**src/rtl/co_pkg.sv**
```systemverilog
// ============================================================================
// Module   : co_pkg
// Purpose  : Shared constants for the MIPS core front end (fetch bounds,
//            exception codes, bubble encoding).
// Revision : 1.0 - initial release
// ============================================================================
`default_nettype none

package co_pkg;

  localparam logic [31:0] PC_RESET = 32'h0000_3000;
  localparam logic [31:0] IM_BASE  = 32'h0000_3000;
  localparam logic [31:0] IM_LAST  = 32'h0000_6FFC;

  localparam logic [4:0]  EXC_NONE = 5'd0;
  localparam logic [4:0]  EXC_ADEL = 5'd4;

  localparam logic [31:0] NOP      = 32'h0000_0000;

endpackage

`default_nettype wire

```
**src/rtl/if_fault_check.sv**
```systemverilog
// ============================================================================
// Module   : if_fault_check
// Purpose  : Flags a fetch address that is misaligned or outside [base, last].
// Revision : 1.0 - initial release
// ============================================================================
`default_nettype none

module if_fault_check (
  input  logic [31:0] pc_i,
  input  logic [31:0] base_i,
  input  logic [31:0] last_i,
  output logic        fault_o
);

  always_comb begin
    fault_o = (pc_i[1:0] != 2'b00) || (pc_i < base_i) || (pc_i > last_i);
  end

endmodule

`default_nettype wire

```
**src/rtl/if_id_reg.sv**
```systemverilog
// ============================================================================
// Module   : if_id_reg
// Purpose  : IF/ID pipeline register with stall, flush, delay-slot tagging,
//            fetch-fault capture and saturating stall/flush event counters.
// Revision : 1.0 - initial release
// ============================================================================
`default_nettype none

module if_id_reg #(
  parameter logic [31:0] PC_RESET = co_pkg::PC_RESET,
  parameter logic [31:0] IM_BASE  = co_pkg::IM_BASE,
  parameter logic [31:0] IM_LAST  = co_pkg::IM_LAST
) (
  input  logic        clk,
  input  logic        reset,
  input  logic [31:0] pc_f,
  input  logic [31:0] instr_f,
  input  logic        bd_f,
  input  logic        stall,
  input  logic        flush,
  output logic [31:0] instr_d,
  output logic [31:0] pc_d,
  output logic [31:0] pc8_d,
  output logic        valid_d,
  output logic [4:0]  exc_d,
  output logic        bd_d,
  output logic [31:0] stall_cnt,
  output logic [15:0] flush_cnt
);

  import co_pkg::EXC_NONE;
  import co_pkg::EXC_ADEL;
  import co_pkg::NOP;

  logic        fault;

  logic [31:0] instr_q,     instr_d_n;
  logic [31:0] pc_q,        pc_d_n;
  logic [31:0] pc8_q,       pc8_d_n;
  logic        valid_q,     valid_d_n;
  logic [4:0]  exc_q,       exc_d_n;
  logic        bd_q,        bd_d_n;
  logic [31:0] stall_cnt_q, stall_cnt_d;
  logic [15:0] flush_cnt_q, flush_cnt_d;

  if_fault_check u_fault_check (
    .pc_i    (pc_f),
    .base_i  (IM_BASE),
    .last_i  (IM_LAST),
    .fault_o (fault)
  );

  // Flush beats stall; a stalled cycle holds every field and only counts.
  always_comb begin
    instr_d_n   = instr_q;
    pc_d_n      = pc_q;
    pc8_d_n     = pc8_q;
    valid_d_n   = valid_q;
    exc_d_n     = exc_q;
    bd_d_n      = bd_q;
    stall_cnt_d = stall_cnt_q;
    flush_cnt_d = flush_cnt_q;

    if (flush) begin
      instr_d_n = NOP;
      pc_d_n    = pc_f;
      pc8_d_n   = pc_f + 32'd8;
      valid_d_n = 1'b0;
      exc_d_n   = EXC_NONE;
      bd_d_n    = 1'b0;
      if (flush_cnt_q != 16'hFFFF) begin
        flush_cnt_d = flush_cnt_q + 16'd1;
      end
    end else if (stall) begin
      if (stall_cnt_q != 32'hFFFF_FFFF) begin
        stall_cnt_d = stall_cnt_q + 32'd1;
      end
    end else begin
      pc_d_n    = pc_f;
      pc8_d_n   = pc_f + 32'd8;
      valid_d_n = 1'b1;
      bd_d_n    = bd_f;
      instr_d_n = fault ? NOP : instr_f;
      exc_d_n   = fault ? EXC_ADEL : EXC_NONE;
    end
  end

  always_ff @(posedge clk or negedge reset) begin
    if (!reset) begin
      instr_q     <= NOP;
      pc_q        <= PC_RESET;
      pc8_q       <= PC_RESET + 32'd8;
      valid_q     <= 1'b0;
      exc_q       <= EXC_NONE;
      bd_q        <= 1'b0;
      stall_cnt_q <= 32'd0;
      flush_cnt_q <= 16'd0;
    end else begin
      instr_q     <= instr_d_n;
      pc_q        <= pc_d_n;
      pc8_q       <= pc8_d_n;
      valid_q     <= valid_d_n;
      exc_q       <= exc_d_n;
      bd_q        <= bd_d_n;
      stall_cnt_q <= stall_cnt_d;
      flush_cnt_q <= flush_cnt_d;
    end
  end

  assign instr_d   = instr_q;
  assign pc_d      = pc_q;
  assign pc8_d     = pc8_q;
  assign valid_d   = valid_q;
  assign exc_d     = exc_q;
  assign bd_d      = bd_q;
  assign stall_cnt = stall_cnt_q;
  assign flush_cnt = flush_cnt_q;

endmodule

`default_nettype wire
```
**config.mk**
```make
export PLATFORM = sky130hd
export DESIGN_NAME = if_id_reg
export DESIGN_NICKNAME = d
export VERILOG_FILES = /design/src/rtl/co_pkg.sv /design/src/rtl/if_fault_check.sv /design/src/rtl/if_id_reg.sv
export SDC_FILE = /design/constraint.sdc
export NUM_CORES = 1
export LEC_CHECK = 0
export ABC_AREA = 0
export CORE_ASPECT_RATIO = 2
export CORE_MARGIN = 4
export CORE_UTILIZATION = 30
export DETAILED_ROUTE_END_ITERATION = 8
export PLACE_DENSITY = 0.64
export SLEW_MARGIN = 20
export SYNTH_ARGS = -nofsm -noshare
export SYNTH_HDL_FRONTEND = slang
export SYNTH_HIERARCHICAL = 1
export SYNTH_SLANG_ARGS = --single-unit
```
**constraint.sdc**
```tcl
create_clock -name clk -period 2.1 [get_ports clk]
set_input_delay 0.315 -clock clk [delete_from_list [all_inputs] [get_ports clk]]
set_output_delay 0.315 -clock clk [all_outputs]
set_load 0.05 [all_outputs]
```
[Yosys cells after proc, flatten, opt, wreduce, memory -nomap -nowiden]
Index checks and enable logic that the tools add are counted.
Storage, ports and cells
  logic and storage cells: 36
  input port bits: 69
  flip-flop bits (word level): 151
Operators by class
  eq/ne operators: 3
  order comparisons: 2
  bitwise logic cells: 1
  multiplexer cells: 14
  add/subtract/negate cells: 3
  reduce and logical (&&, ||, !) cells: 5
Operators with widths (count)
  $mux W32: 7
  $add A32 B1 Y32 const B: 1
  $add A32 B4 Y32 const B: 1
  $gt A32 B15 Y1 const B: 1
  $lt A32 B14 Y1 const B: 1
  $ne A32 B32 Y1 const B: 1
  $add A16 B1 Y16 const B: 1
  $ne A16 B16 Y1 const B: 1
  $mux W5: 2
  $mux W1: 4
  $mux W3: 1
  $reduce_and A3 Y1: 1
  $logic_or A1 B1 Y1: 2
  $ne A2 B1 Y1 const B: 1
  $reduce_and A2 Y1: 1
  $reduce_bool A2 Y1: 1
  $not A1 Y1: 1

[Longest topological paths before layout]
  depth in word-level cells: 6
  depth in mapped cells: 11
  gate-level depth less buffers: 10

[Cells and area by module]
The synthesis kept the hierarchy.
By module, submodules not included
  if_id_reg: times used 1, sequential area each 3609.7 sq um, cells each 629, area each 6421.2 sq um
  if_fault_check: times used 1, sequential area each 0.0 sq um, cells each 226, area each 1586.5 sq um

[Least setup slack after synthesis]
OpenSTA, ideal clock, no wires.
  path type: input -> register
  start point: in pc_f[15]
  end point: reg instr_q[10], in the netlist instr_d[10]
  slack: -0.305 ns
  arrival: 2.338 ns
  stages on the path: 8
  library setup time: 0.067 ns
  data required time: 2.033 ns
  path buffers: 1
  cells stage by stage: ha_1 -> nand4_2 -> or4_4 -> o21ai_1 -> o211ai_1 -> nor3_1 -> clkbuf_1 -> a22o_1
On the way
  cells in the longest elaborated chain, start to end: 6
RTL lines
  from (decl): line if_id_reg.sv:16  | input logic [31:0] pc_f,
  $lt A32 B14 Y1: line if_fault_check.sv:16  | fault_o = (pc_i[1:0] != 2'b00) || (pc_i < base_i) || (pc_i > last_i);
  $logic_or A1 B1 Y1: line if_fault_check.sv:16
  $logic_or A1 B1 Y1 *: line if_fault_check.sv:16
  named net fault: line if_id_reg.sv:35  | logic fault;
  $mux W32 *: line if_id_reg.sv:83  | instr_d_n = fault ? NOP : instr_f;
  $mux W32 *: line if_id_reg.sv:74  | end else if (stall) begin
  $mux W32 *: line if_id_reg.sv:64  | if (flush) begin
  to (signal assigned): line if_id_reg.sv:99  | instr_q <= instr_d_n;
  to (decl): line if_id_reg.sv:37  | logic [31:0] instr_q, instr_d_n;
The timed path passes the listed nets; every way through them passes the cells marked *. The select of a mux whose other input is x is not followed.
A chain may end at the register's enable or synchronous reset.

[Final worst setup path]
  start point: in pc_f[10]
  end point: reg instr_q[8], in the netlist instr_d[8]
The elaborated chain is that of the path after synthesis.

==> out/qor.yml <==
place_congestion: 0.862
crit_family: "buffers and inverters"
ctsRootBufferMaster: "clkbuf_16"
yosysMostFrequentCell: "nand2_1"
hold_path_end: "pc_d[31]"
clkLatencyLatePin_ns: 0.44
die_area_um2: 29500
antenna_found_initial: 1
fin_cells: 1606
synth_flop_cell: "dfrtp_1"
async_flop_share_pct: 100
clkPwrFrac_pct: 35.0
irDropWorstVdd_mv: 0.776
swShare_pct: 34.7
fin_tns_setup_ns: 0
seq_area_frac_synth_pct: 45.1
pwr-share-seq_pct: 35.5
cp-end-kind: "flip-flop"
worstReg2RegStart: "stall_cnt[31]"
status: "finished clean"
critical_path_buf_inv_count: 5
io_buffers: 215
cts_made_buffers: 17
critical_path.slowest_cell: "a2111o_1"
drc: 0
post-dp-hpwl_um: 20300
syn_inst: 855
wl_per_cell_um: 16.6
post_synth_instance_area_um2: 8010
tightest_slew_ns: 0.588
die_y_um: 239
fmax_ghz: 0.484
cp-start-kind: "input port"
r2r_end: "stall_cnt[21]"
reg2regPathDepth: 6
holdPathStages: 3
min_path_type: "input port to flip-flop"
grt_pass1_wl_um: 40600
synth_edf_count: 0
synth_top_area_share_pct: 43.4
required_ns: 2.43
critPathMaxStageDelay_ns: 0.35
p_per_area_nw_per_um2: 705
grt_max_degree: 57
path_clk_slew_ns: 0.06
finClkSkew_ns: 0.00473
syn_to_final_growth_pct: 62.5
layout-drive-gt1-share_pct: 24.1
cap_violations: 0
rsz0062_at_grt: "yes"
yosysTopAreaCell: "dfrtp_1"
power_mw: 9.17
rows: 84
core_area_um2: 26300
num_vias: 7524
hold_viol_final: 0
start_util_pct: 30.5
ys_warn_count: 6
min_from: "pc_f[31]"
avgSynthCellArea_um2: 9.37
period_share_pct: 98.3
synthTopCellsByArea: "dfrtp_1, ha_1, nand2_1"
cts_sinks: 144
slew_headroom_pct: 60.7
rrSetupSlack_ns: 0.11
ant_nets: 0
cp_data_arrival_time_ns: 2.40
path_class: "input port to flip-flop"
ys_top_cells_by_count: "nand2_1, dfrtp_1, inv_1"
post-place-ws_ns: -0.979
cts_tree: "done"
holdWs_ns: 0.0840
comb_power_share_pct: 29.5
routed_wl_um: 26700
io_pins: 220
synth-seq-cells: 144
p_leak_nw: 5.93
drtIter0Drc: 342
worstPathCellList: "buf_2, ha_1, nand4_1, buf_4, a2111o_1, o211ai_1, nand3b_1, o211ai_1, buf_4, nor3_4, buf_6, buf_12, a22o_1"
die_w_um: 124
dp_cells: 1556
synth.distinct_cells: 54
grtUsageTotal_pct: 18.2
p_switching_mw: 3.18
routed_via_density: 4.68
grt.overflow.total: 0
cts_max_level: 4
first_global_vias: 7789
dr.pass1.iters: 7
setup_viol: 0
clockBufferDepth: 2
slew_violations: 0
period_needed_ns: 2.06
p_int_mw: 5.99
cp_max_fo: 7
nets: 1383
finalWorstSetupSlack_ns: 0.0350
[layout make-up]
| cell class | instances | area [um^2] |
|---|---|---|
| tap | 344 | 430 |
| fill | 2428 | 13300 |
| clock inverter | 12 | 158 |
| inverter | 74 | 278 |
| antenna | 1 | 2.50 |
| multi-input combinational | 673 | 4850 |
| sequential | 144 | 3630 |
| timing repair buffer | 338 | 3210 |
| clock buffer | 20 | 457 |
[logic make-up (layout without fill, tap and decap cells)]
logic type,after synthesis,in the layout,synth area share [%]
compound gates,137,137,11.2
fa+ha+maj,66,66,10.3
flops,144,144,45.1
buf+inv,104,444,5.42
other cells,2,69,0.0938
mux,7,7,0.937
xor+xnor,62,62,6.78
simple gates,333,333,20.1
[worst max-delay path by stage]
| stage | from | to | slack [ns] | cells after the start |
|---|---|---|---|---|
| 6_report | pc_f[10] | instr_d[8] | 0.04 | 13 |
| 2_1_floorplan | pc_f[19] | instr_d[11] | 0.01 | 8 |
| 4_1_cts | pc_f[3] | instr_d[12] | 0.001 | 12 |
| 5_1_grt | pc_f[1] | instr_d[8] | -0.04 | 13 |
| 3_5_place_dp | pc_f[25] | instr_d[11] | -0.98 | 13 |
| 3_3_place_gp | pc_f[9] | instr_d[11] | -1.02 | 12 |
[through the flow]
stage	cell area [um^2]	util [%]
after floorplan	8340	-
after global placement	11600	44.2
after detailed placement	11600	44.2
after CTS	12700	48.2
after global routing	13000	49.5
final	13000	49.5
[power by group through the flow]
stage | Combinational (mW) | Sequential (mW) | Clock [mW]
6_report | 2.71 | 3.25 | 3.21
5_1_grt | 2.90 | 3.29 | 3.41
4_1_cts | 2.64 | 3.26 | 3.29
3_5_place_dp | 2.56 | 3.31 | 0
3_3_place_gp | 2.53 | 3.30 | 0
2_1_floorplan | 0.677 | 4.08 | 0
[tightest hold or removal path, cell delays in order]
cell and delay, ns:
buf_8 0.09, nand2_1 0.04, nand2_1 0.05
[repair_timing]
action / CTS / global route
gates resized for setup: 184 / 78
endpoints found under the hold margin: 19 / 0
hold buffers: 1 / 0
setup buffers: 8 / 6
setup endpoints to repair: 41 / 44
pin swaps: 42 / 42
gates cloned: 2 / 1
[layer usage]
layer  part of all wire, %  wire (um)  GRT usage [%]
met2                    57      15300           34.8
met3                   4.2       1120           3.93
met1                    34       9130           17.5
met4                   4.3       1150           9.38
met5                     0          0              0
[registers in the layout, summed over array words and instances (netlist names)]
| name | cells |
|---|---|
| pc8_d | 29 |
| stall_cnt | 32 |
| bd_d | 1 |
| valid_d | 1 |
| exc_d | 1 |
| flush_cnt | 16 |
| instr_d | 32 |
| pc_d | 32 |
[layout by cell type, fill, tap and decap left out, types with 5 or more instances in the layout]
cell / Yosys / final
a21oi_1: 35 / 28
a21oi_2: 0 / 6
a22o_1: 32 / 32
and3_1: 6 / 6
and4_1: 7 / 6
buf_12: 0 / 8
buf_2: 1 / 5
buf_4: 7 / 125
buf_6: 2 / 24
clkbuf_16: 0 / 18
clkdlybuf4s50_1: 0 / 157
conb_1: 2 / 68
dfrtp_1: 139 / 124
dfrtp_2: 0 / 15
dfstp_2: 5 / 5
dlygate4sd2_1: 0 / 6
ha_1: 66 / 30
ha_4: 0 / 36
inv_1: 74 / 74
nand2_1: 170 / 169
nand3_1: 40 / 38
nand4_1: 33 / 33
nor2_1: 40 / 38
nor3_1: 9 / 6
nor3_2: 4 / 5
o211ai_1: 6 / 6
o21ai_0: 37 / 33
xnor2_1: 16 / 16
xor2_1: 46 / 46
Power figures use the tool's default switching activity.
